===== src/rtl/uc_pkg.sv =====
// Purpose: shared types, default sizes and literal helpers for the unit-clause dispatcher.
// Latency: n/a (declarations only).
// Backpressure: n/a.
package uc_pkg;

    localparam int UC_LENGTH_DEF = 1024;
    localparam int NUM_ENG_DEF   = 4;
    localparam int LIT_W         = $clog2(UC_LENGTH_DEF);

    // A literal is {variable index, polarity bit}.
    typedef logic [LIT_W-1:0] lit_t;

    typedef enum logic [1:0] {
        UCD_IDLE     = 2'd0,
        UCD_CHECK    = 2'd1,
        UCD_BCAST    = 2'd2,
        UCD_CONFLICT = 2'd3
    } ucd_state_t;

    // Helpers take a 32-bit zero-extended literal so they serve any UC_LENGTH.
    function automatic logic [31:0] lit_var(input logic [31:0] lit);
        return lit >> 1;
    endfunction

    function automatic logic lit_pol(input logic [31:0] lit);
        return (lit & 32'd1) != 32'd0;
    endfunction

endpackage


===== src/rtl/uc_dispatcher_if.sv =====
// Purpose: queue-side and engine-side handshake bundle of the unit-clause dispatcher.
// Latency: n/a (wires only).
// Backpressure: queue pops on ucd2ucq_pop; engines hold off a broadcast by withholding eng2ucd_ack.
// Modports: master = dispatcher side, slave = queue/engine side.
interface uc_dispatcher_if #(
    parameter int LIT_W   = uc_pkg::LIT_W,
    parameter int NUM_ENG = uc_pkg::NUM_ENG_DEF
);
    logic               ucq2ucd_valid;
    logic [LIT_W-1:0]   ucq2ucd_lit;
    logic               ucd2ucq_pop;
    logic [NUM_ENG-1:0] ucd2eng_valid;
    logic [LIT_W-1:0]   ucd2eng_lit;
    logic [NUM_ENG-1:0] eng2ucd_ack;

    modport master (
        input  ucq2ucd_valid,
        input  ucq2ucd_lit,
        input  eng2ucd_ack,
        output ucd2ucq_pop,
        output ucd2eng_valid,
        output ucd2eng_lit
    );

    modport slave (
        output ucq2ucd_valid,
        output ucq2ucd_lit,
        output eng2ucd_ack,
        input  ucd2ucq_pop,
        input  ucd2eng_valid,
        input  ucd2eng_lit
    );
endinterface


===== src/rtl/uc_assign_table.sv =====
// Purpose: per-variable {assigned, polarity} table, one async read port, one write port, one-cycle clear.
// Latency: read combinational; write and clear visible the cycle after.
// Backpressure: none, always ready.
// Ports: clk/rst, clr (sync clear of all assigned flags), rd_idx -> rd_assigned/rd_pol, wr_en/wr_idx/wr_pol.
module uc_assign_table #(
    parameter int NUM_VAR = 512,
    parameter int VAR_W   = $clog2(NUM_VAR)
) (
    input  logic             clk,
    input  logic             rst,
    input  logic             clr,
    input  logic [VAR_W-1:0] rd_idx,
    output logic             rd_assigned,
    output logic             rd_pol,
    input  logic             wr_en,
    input  logic [VAR_W-1:0] wr_idx,
    input  logic             wr_pol
);

    logic [NUM_VAR-1:0] assigned_q;
    logic [NUM_VAR-1:0] pol_q;

    // Only the assigned flags need clearing; polarity is don't-care while unassigned.
    always_ff @(posedge clk or negedge rst) begin
        if (!rst) begin
            assigned_q <= '0;
        end else if (clr) begin
            assigned_q <= '0;
        end else if (wr_en) begin
            assigned_q[wr_idx] <= 1'b1;
        end
    end

    always_ff @(posedge clk) begin
        if (wr_en && !clr) begin
            pol_q[wr_idx] <= wr_pol;
        end
    end

    assign rd_assigned = assigned_q[rd_idx];
    assign rd_pol      = pol_q[rd_idx];

endmodule


===== src/rtl/uc_dispatcher.sv =====
// Purpose: pops unit literals, filters duplicates/conflicts via the assignment table, broadcasts new ones to all engines.
// Latency: pop in IDLE, table check next cycle, broadcast the cycle after (1 literal per 3 cycles best case).
// Backpressure: broadcast holds until every engine has acked; no pop while checking, broadcasting or in conflict.
// Ports: clk/rst, bus (queue + engine handshake), flush (sync clear), conflict/conflict_lit, bcast_cnt.
module uc_dispatcher #(
    parameter  int UC_LENGTH = uc_pkg::UC_LENGTH_DEF,
    parameter  int NUM_ENG   = uc_pkg::NUM_ENG_DEF,
    localparam int LIT_W     = $clog2(UC_LENGTH),
    localparam int NUM_VAR   = UC_LENGTH / 2,
    localparam int VAR_W     = LIT_W - 1
) (
    input  logic              clk,
    input  logic              rst,
    uc_dispatcher_if.master   bus,
    input  logic              flush,
    output logic              conflict,
    output logic [LIT_W-1:0]  conflict_lit,
    output logic [15:0]       bcast_cnt
);
    import uc_pkg::*;

    ucd_state_t         state_q, state_d;
    logic [LIT_W-1:0]   lit_r;
    logic [NUM_ENG-1:0] pending_q, pending_d;
    logic [15:0]        bcast_cnt_q;

    logic               pop;
    logic               lit_ld;
    logic               cnt_inc;
    logic               tbl_wr;
    logic [VAR_W-1:0]   var_idx;
    logic               lit_pol_r;
    logic               rd_assigned;
    logic               rd_pol;

    assign var_idx   = VAR_W'(lit_var(32'(lit_r)));
    assign lit_pol_r = lit_pol(32'(lit_r));

    uc_assign_table #(
        .NUM_VAR (NUM_VAR),
        .VAR_W   (VAR_W)
    ) u_table (
        .clk         (clk),
        .rst         (rst),
        .clr         (flush),
        .rd_idx      (var_idx),
        .rd_assigned (rd_assigned),
        .rd_pol      (rd_pol),
        .wr_en       (tbl_wr),
        .wr_idx      (var_idx),
        .wr_pol      (lit_pol_r)
    );

    always_ff @(posedge clk or negedge rst) begin
        if (!rst) begin
            state_q     <= UCD_IDLE;
            lit_r       <= '0;
            pending_q   <= '0;
            bcast_cnt_q <= '0;
        end else begin
            state_q   <= state_d;
            pending_q <= pending_d;
            if (lit_ld) begin
                lit_r <= bus.ucq2ucd_lit;
            end
            if (cnt_inc) begin
                bcast_cnt_q <= bcast_cnt_q + 16'd1;
            end
        end
    end

    // Flush overrides everything: no pop, no table write, no ack bookkeeping.
    // Pop depends only on state, queue valid and flush, never on engine acks.
    always_comb begin
        state_d   = state_q;
        pending_d = pending_q;
        pop       = 1'b0;
        lit_ld    = 1'b0;
        cnt_inc   = 1'b0;
        tbl_wr    = 1'b0;
        if (flush) begin
            state_d   = UCD_IDLE;
            pending_d = '0;
        end else begin
            unique case (state_q)
                UCD_IDLE: begin
                    if (bus.ucq2ucd_valid) begin
                        pop     = 1'b1;
                        lit_ld  = 1'b1;
                        state_d = UCD_CHECK;
                    end
                end
                UCD_CHECK: begin
                    if (!rd_assigned) begin
                        tbl_wr    = 1'b1;
                        pending_d = '1;
                        state_d   = UCD_BCAST;
                    end else if (rd_pol == lit_pol_r) begin
                        state_d = UCD_IDLE;
                    end else begin
                        state_d = UCD_CONFLICT;
                    end
                end
                UCD_BCAST: begin
                    // Acks on already-cleared bits fall out of the AND.
                    pending_d = pending_q & ~bus.eng2ucd_ack;
                    if (pending_d == '0) begin
                        cnt_inc = 1'b1;
                        state_d = UCD_IDLE;
                    end
                end
                UCD_CONFLICT: begin
                    state_d = UCD_CONFLICT;
                end
                default: begin
                    state_d   = UCD_IDLE;
                    pending_d = '0;
                end
            endcase
        end
    end

    assign bus.ucd2ucq_pop   = pop;
    assign bus.ucd2eng_valid = (state_q == UCD_BCAST) ? pending_q : '0;
    assign bus.ucd2eng_lit   = (state_q == UCD_BCAST) ? lit_r : '0;
    assign conflict          = (state_q == UCD_CONFLICT);
    assign conflict_lit      = (state_q == UCD_CONFLICT) ? lit_r : '0;
    assign bcast_cnt         = bcast_cnt_q;

endmodule


===== src/flat_wrapper.sv =====
// flat-port wrapper written by rule: the top's interface ports become plain ports
module uc_dispatcher_flat import uc_pkg::*;
#(
    parameter  int UC_LENGTH = uc_pkg::UC_LENGTH_DEF,
    parameter  int NUM_ENG   = uc_pkg::NUM_ENG_DEF,
    localparam int LIT_W     = $clog2(UC_LENGTH),
    localparam int NUM_VAR   = UC_LENGTH / 2,
    localparam int VAR_W     = LIT_W - 1
)
  (clk, rst, flush, conflict, conflict_lit, bcast_cnt, bus_ucq2ucd_valid, bus_ucq2ucd_lit, bus_eng2ucd_ack, bus_ucd2ucq_pop, bus_ucd2eng_valid, bus_ucd2eng_lit);
  uc_dispatcher_if #(.LIT_W((10)), .NUM_ENG(NUM_ENG)) bus_i ();
  input  logic clk;
  input  logic rst;
  input  logic flush;
  output logic conflict;
  output logic [LIT_W-1:0] conflict_lit;
  output logic [15:0] bcast_cnt;
  input wire logic [$bits(bus_i.ucq2ucd_valid)-1:0] bus_ucq2ucd_valid;
  input wire logic [$bits(bus_i.ucq2ucd_lit)-1:0] bus_ucq2ucd_lit;
  input wire logic [$bits(bus_i.eng2ucd_ack)-1:0] bus_eng2ucd_ack;
  output wire logic [$bits(bus_i.ucd2ucq_pop)-1:0] bus_ucd2ucq_pop;
  output wire logic [$bits(bus_i.ucd2eng_valid)-1:0] bus_ucd2eng_valid;
  output wire logic [$bits(bus_i.ucd2eng_lit)-1:0] bus_ucd2eng_lit;
  assign bus_i.ucq2ucd_valid = bus_ucq2ucd_valid;
  assign bus_i.ucq2ucd_lit = bus_ucq2ucd_lit;
  assign bus_i.eng2ucd_ack = bus_eng2ucd_ack;
  assign bus_ucd2ucq_pop = bus_i.ucd2ucq_pop;
  assign bus_ucd2eng_valid = bus_i.ucd2eng_valid;
  assign bus_ucd2eng_lit = bus_i.ucd2eng_lit;
  uc_dispatcher #(.UC_LENGTH(UC_LENGTH), .NUM_ENG(NUM_ENG)) u_core (.clk(clk), .rst(rst), .bus(bus_i), .flush(flush), .conflict(conflict), .conflict_lit(conflict_lit), .bcast_cnt(bcast_cnt));
endmodule

===== config.mk =====
export PLATFORM = sky130hd
export DESIGN_NAME = uc_dispatcher_flat
export DESIGN_NICKNAME = d
export VERILOG_FILES = /design/src/rtl/uc_pkg.sv /design/src/rtl/uc_dispatcher_if.sv /design/src/rtl/uc_assign_table.sv /design/src/rtl/uc_dispatcher.sv /design/src/flat_wrapper.sv
export SDC_FILE = /design/constraint.sdc
export NUM_CORES = 2
export LEC_CHECK = 0
export CAP_MARGIN = 20
export CORE_MARGIN = 5
export CORE_UTILIZATION = 25
export DETAILED_ROUTE_END_ITERATION = 10
export HOLD_SLACK_MARGIN = 0.03
export PLACE_DENSITY = 0.44
export SYNTH_ARGS = -nofsm -noshare
export SYNTH_HDL_FRONTEND = slang
export SYNTH_SLANG_ARGS = --single-unit

===== constraint.sdc =====
create_clock -name clk -period 9.1 [get_ports clk]
set_input_delay 1.82 -clock clk [delete_from_list [all_inputs] [get_ports clk]]
set_output_delay 1.82 -clock clk [all_outputs]
set_load 0.02 [all_outputs]

# ---- Word-level counts from Yosys, hierarchy flattened
# Cells that the tools add are included.
dict set report word_totals {
  memories 0
  mem_bits_ro 0
  ram_bits 0
  inputBits 18
  regBits 1056
  latchBits 0
}
dict set report classes {
  shifts 0
  addsub 1
  mul 0
  n_lt_le_gt_ge 2
  bitwise_logic 3
  n_reduce_logical 9
  eq_ne 7
  div_mod_pow 0
  mux 30
}
# op count
set op_table {}
lappend op_table {{two-way mux 512 bit} 2}
lappend op_table {{bitwise mux 512 bit} 1}
lappend op_table {{bitwise OR 512 bit} 1}
lappend op_table {{two-way mux 10 bit} 2}
lappend op_table {{binary-select mux 1 bit (select 9 bit)} 2}
lappend op_table {{adder 16 x 1 -> 16 bit, second input constant} 1}
lappend op_table {{two-way mux 1 bit} 12}
lappend op_table {{two-way mux 4 bit} 3}
lappend op_table {{less-than comparator 9 x 10 -> 1 bit, second input constant} 1}
lappend op_table {{two-way mux 2 bit} 5}
lappend op_table {{demux 1 bit (select 9 bit)} 1}
lappend op_table {{>= comparator 9 x 1 -> 1 bit, second input constant} 1}
lappend op_table {{one-hot mux 2 bit (4 select lines)} 1}
lappend op_table {{one-hot mux 4 bit (2 select lines)} 1}
lappend op_table {{!= test 3 bit, second input constant} 2}
lappend op_table {{bitwise AND 4 bit} 1}
lappend op_table {{equality test 2 bit, second input constant} 2}
lappend op_table {{zero test 4 bit} 1}
lappend op_table {{NOT 4 bit} 1}
lappend op_table {{AND reduction 2 bit} 2}
lappend op_table {{!= test 3 x 2 -> 1 bit, second input constant} 1}
lappend op_table {{nonzero test 3 bit} 1}
lappend op_table {{equality test 2 x 1 -> 1 bit, second input constant} 1}
lappend op_table {{logical AND 1 bit} 2}
lappend op_table {{other kinds (4)} 4}

# ---- Logic depth before layout (Yosys ltp)
dict set report depth {
  ltp_word 7
  ltp_mapped 18
  mapped_depth_nobuf 9
}

# ---- By module
# From an unflattened synthesis, not the netlist that was laid out.
dict set report hier_totals {
  hier_cells 3965
  area_unflattened_um2 47232.8
}
# module seq_area_each_um2 n_inst cells_per_inst area_per_inst_um2
set by_module_without_submodules {}
lappend by_module_without_submodules {uc_assign_table 28187.0 1 3806 45518.7}
lappend by_module_without_submodules {uc_dispatcher 800.8 1 159 1714.1}

# ---- Least setup slack after synthesis
# No wires, ideal clock.
dict set report synth_path {
  kind {flip-flop to output port}
  startpoint {reg u_core.lit_r[0]}
  endpoint {out conflict_lit[0]}
  slack_ns 0.353
  arrival_time_ns 6.927
  stages_incl_launch_ff 2
  n_path_buf 0
  cell_sequence {dfrtp_1 -> and3_1}
}
dict set report synth_between {
  elab_chain_len 1
}
# element line_no
set synth_rtl {}
lappend synth_rtl {{start: declaration} uc_dispatcher.sv:23} ;# logic [LIT_W-1:0] lit_r;
lappend synth_rtl {{start signal: assignment} uc_dispatcher.sv:64} ;# lit_r <= bus.ucq2ucd_lit;
lappend synth_rtl {{two-way mux 10 bit} uc_dispatcher.sv:127} ;# assign conflict_lit = (state_q == UCD_CONFLICT) ? lit_r : '0;
lappend synth_rtl {{end: declaration} flat_wrapper.sv:16} ;# output logic [LIT_W-1:0] conflict_lit;
# No other way between the ends.

# ---- Worst setup path in the final report
dict set report layout_path {
  startpoint {reg u_core.lit_r[1]}
  endpoint {reg u_core.u_table.pol_q[19], enable pin}
}
dict set report layout_between {
  elab_chain_len 6
}
# element line_no
set layout_rtl {}
lappend layout_rtl {{binary-select mux 1 bit (select 9 bit)} uc_assign_table.sv:40} ;# assign rd_assigned = assigned_q[rd_idx];
lappend layout_rtl {{two-way mux 1 bit (implied by the code)} uc_assign_table.sv:40}
lappend layout_rtl {{two-way mux 1 bit} uc_dispatcher.sv:94} ;# if (!rd_assigned) begin
lappend layout_rtl {{two-way mux 1 bit} uc_dispatcher.sv:85} ;# unique case (state_q)
lappend layout_rtl {{two-way mux 1 bit} uc_dispatcher.sv:81} ;# if (flush) begin
lappend layout_rtl {{logical AND 1 bit} uc_assign_table.sv:35} ;# if (wr_en && !clr) begin
lappend layout_rtl {{end signal: indexed assignment} uc_assign_table.sv:36} ;# pol_q[wr_idx] <= wr_pol;
lappend layout_rtl {{end: declaration} uc_assign_table.sv:21} ;# logic [NUM_VAR-1:0] pol_q;
# No other way between the ends. The select of a mux whose other input is x is not followed.
# A chain may end at the register's enable or synchronous reset.

==> results_dict.tcl <==
set metrics [dict create \
    antenna_left 0 \
    period_share_pct 65.11 \
    fin_skew_ns 0.07139 \
    synth_edf_count 512 \
    start_util_pct 25.16 \
    tightest_slew_ns 1.245 \
    crit_slowest_cell "dfrtp_4" \
    cts_tree "built" \
    ys_seq_area_share_pct 59.08 \
    die_h_um 453.0 \
    status "finished clean" \
    vias 32530 \
    multi_input_area_um2 16140 \
    p_total_uw 13360 \
    cts.path.max_buffers 3 \
    finalNonFillerCells 6361 \
    crit_chain "buf_12 -> mux4_2 -> mux4_2 -> mux2i_1 -> o211ai_1 -> a32oi_1 -> o311a_1 -> nand3_4 -> buf_12 -> buf_4 -> nor3_1" \
    cts_resized 0 \
    fin_tns_setup_ns 0 \
    yosysWarningCount 0 \
    synth_nets 3822 \
    grt_max_degree 245 \
    cts_setup_buffers 0 \
    rr_endpoint "u_core.u_table.pol_q[19]" \
    hold_start "u_core.bcast_cnt[15]" \
    nets 3647 \
    crit_arrival_ns 6.33 \
    final_common_cell "dfrtp_1" \
    reg2reg_slack_ns 3.17 \
    antenna_found_initial 1 \
    grt_pass1_vias 33290 \
    clk_pin_slew_ns 0.06 \
    ir_worst_vdd_mv 0.1578 \
    drt_iter0_drc 3177 \
    p_per_area_nw_per_um2 236.8 \
    hp-class "flop to flop" \
    postRouteWirelength_um 159900 \
    grt_use_total_pct 15.23 \
    placedInstanceArea_um2 52300 \
    place_congestion 0.7398 \
    clock-sinks 1056 \
    syn_inst 3803 \
    core_um2 195000 \
    slew_headroom_pct 14.84 \
    fillers 20030 \
    crit_buf_inv 3 \
    dpl.hpwl_um 82510 \
    area_growth_pct 15.01 \
    rows 162 \
    viasPerCell 5.114 \
    ios 60 \
    cts_buffers 120 \
    hold_viol 0 \
    min_period_ns 5.925 \
    r2r_cells 11 \
    path_max_fanout 73 \
    insertion_delay_ns 0.78 \
    die_w_um 453.0 \
    reg2reg_from "u_core.lit_r[1]" \
    drc 0 \
    port_buffers 59 \
    yosys_register_bits 1056 \
    ctsHoldBuffers 0 \
    worstSetupStartpointType "flop" \
    drv_cap 0 \
    async_flop_share_pct 51.52 \
    grt_first_pass_wirelength_um 237100 \
    dieArea_um2 205200 \
    leakage_uw 0.01857 \
    synthDistinctLibCells 57 \
    critical_path.max_stage_delay_ns 0.86 \
    synth_top_flop_cell "dfrtp_1" \
    layout_common_cells "539 x dfrtp_1, 522 x inv_1, 518 x nor3_1" \
    drive_above_1_share_pct 16.33 \
    design_area_um2 56430 \
    max_freq_mhz 168.8 \
    hold_slack_ns 0.4739 \
    hold_end "u_core.bcast_cnt[15]" \
    holdPathStages 1 \
    cts-root-buf "clkbuf_16" \
    setup_viol 0 \
    dpl.cell_count 6128 \
    cp-end-kind "flop" \
    dr.pass1.iters 5 \
    syn_area_um2 49070 \
    overflow 0 \
    wl_per_cell_um 25.14 \
    synth.avg_cell_area_um2 12.90 \
    crit_required_ns 9.50 \
    slew_viol_final 0 \
    critical_path_class "flop to flop" \
    rsz0062_at_grt "false" \
    path_delay_family "multiplexers" \
    regArea_um2 29010 \
    htreeDepth 3 \
]
[state kept, by name, summed over array words and instances (netlist names)]
name	flops
u_core.lit_r	10
u_core.state_q	2
u_core.u_table.pol_q	512
u_core.bcast_cnt	16
u_core.u_table.assigned_q	512
u_core.pending_q	4
[cell families (layout without fill, tap and decap cells)]
family / after synthesis / count (layout) / share of synthesized area [%]
flip-flops: 1056 / 1056 / 59.08
buffers and inverters: 997 / 929 / 8.402
AND/OR/NAND/NOR: 744 / 744 / 7.553
AO/OA/AOI/OAI: 636 / 636 / 10.91
multiplexers: 353 / 353 / 13.74
XOR/XNOR: 16 / 16 / 0.2856
adder cells (fa/ha/maj): 1 / 1 / 0.02550
other: 0 / 2 / 0
[cell type report]
cell class | count | area share [%]
antenna | 2 | 0.008869
multi-input combinational | 1750 | 28.60
clock buffer | 163 | 5.947
inverter | 524 | 3.490
clock inverter | 66 | 1.284
timing repair buffer | 176 | 3.446
tap | 2624 | 5.818
sequential | 1056 | 51.40
[stage by stage]
stage	util (%)	worst slack [ns]
6_report	28.94	3.175
5_1_grt	28.94	2.835
3_3_place_gp	26.67	3.126
4_1_cts	28.91	3.034
2_1_floorplan	-	0.3534
3_5_place_dp	26.82	3.076
[synthesized netlist by cell type (12+ instances only)]
library cell	count	area, um^2
dfrtp_1	544	13610
nor2_1	23	86.33
mux4_2	254	5720
a22oi_1	14	105.1
nand3_1	32	160.2
mux2i_1	74	740.7
buf_2	91	455.4
and3_1	14	87.58
nor3_1	518	2592
edfxtp_1	512	15370
a31oi_1	12	75.07
mux2_2	25	281.5
clkbuf_1	325	1220
nand2_1	92	345.3
buf_1	12	45.04
o21ai_0	24	120.1
buf_4	19	142.6
nor2b_1	12	75.07
buf_6	26	292.8
inv_1	523	1963
and2_1	19	118.9
o32ai_1	512	4484
[worst reg2reg max path: stages, from the launching register on]
cell and delay (ns):
dfrtp_4 0.86, buf_12 0.55, mux4_2 0.63, mux4_2 0.57
mux2i_1 0.45, o211ai_1 0.19, a32oi_1 0.24, o311a_1 0.27
nand3_4 0.66, buf_12 0.51, buf_4 0.36, nor3_1 0.28
[power by group]
part / switching (uW) / total (uW) / internal, uW
Clock: 2100 / 5050 / 2950
Combinational: 2140 / 2950 / 810
Sequential: 117 / 5360 / 5240
[routing by layer]
metal / global-route usage [%] / part of all wire [%]
met5: 0 / 0
met4: 4.057 / 2.3
met3: 2.020 / 4.3
met2: 24.89 / 48
met1: 21.32 / 45
[worst max-delay path by stage]
| stage | depth (start not counted) | slack (ns) | end | start |
|---|---|---|---|---|
| after global routing | 11 | 2.83 | u_core.u_table.pol_q[219] | u_core.lit_r[1] |
| final | 11 | 3.17 | u_core.u_table.pol_q[19] | u_core.lit_r[1] |
| after CTS | 11 | 3.03 | u_core.u_table.pol_q[23] | u_core.lit_r[1] |
| after global placement | 11 | 3.13 | u_core.u_table.pol_q[113] | u_core.lit_r[1] |
| after detailed placement | 11 | 3.08 | u_core.u_table.pol_q[105] | u_core.lit_r[1] |
| after floorplan | 1 | 0.35 | conflict_lit[0] | u_core.lit_r[0] |
(Power assumes the default switching activity.)
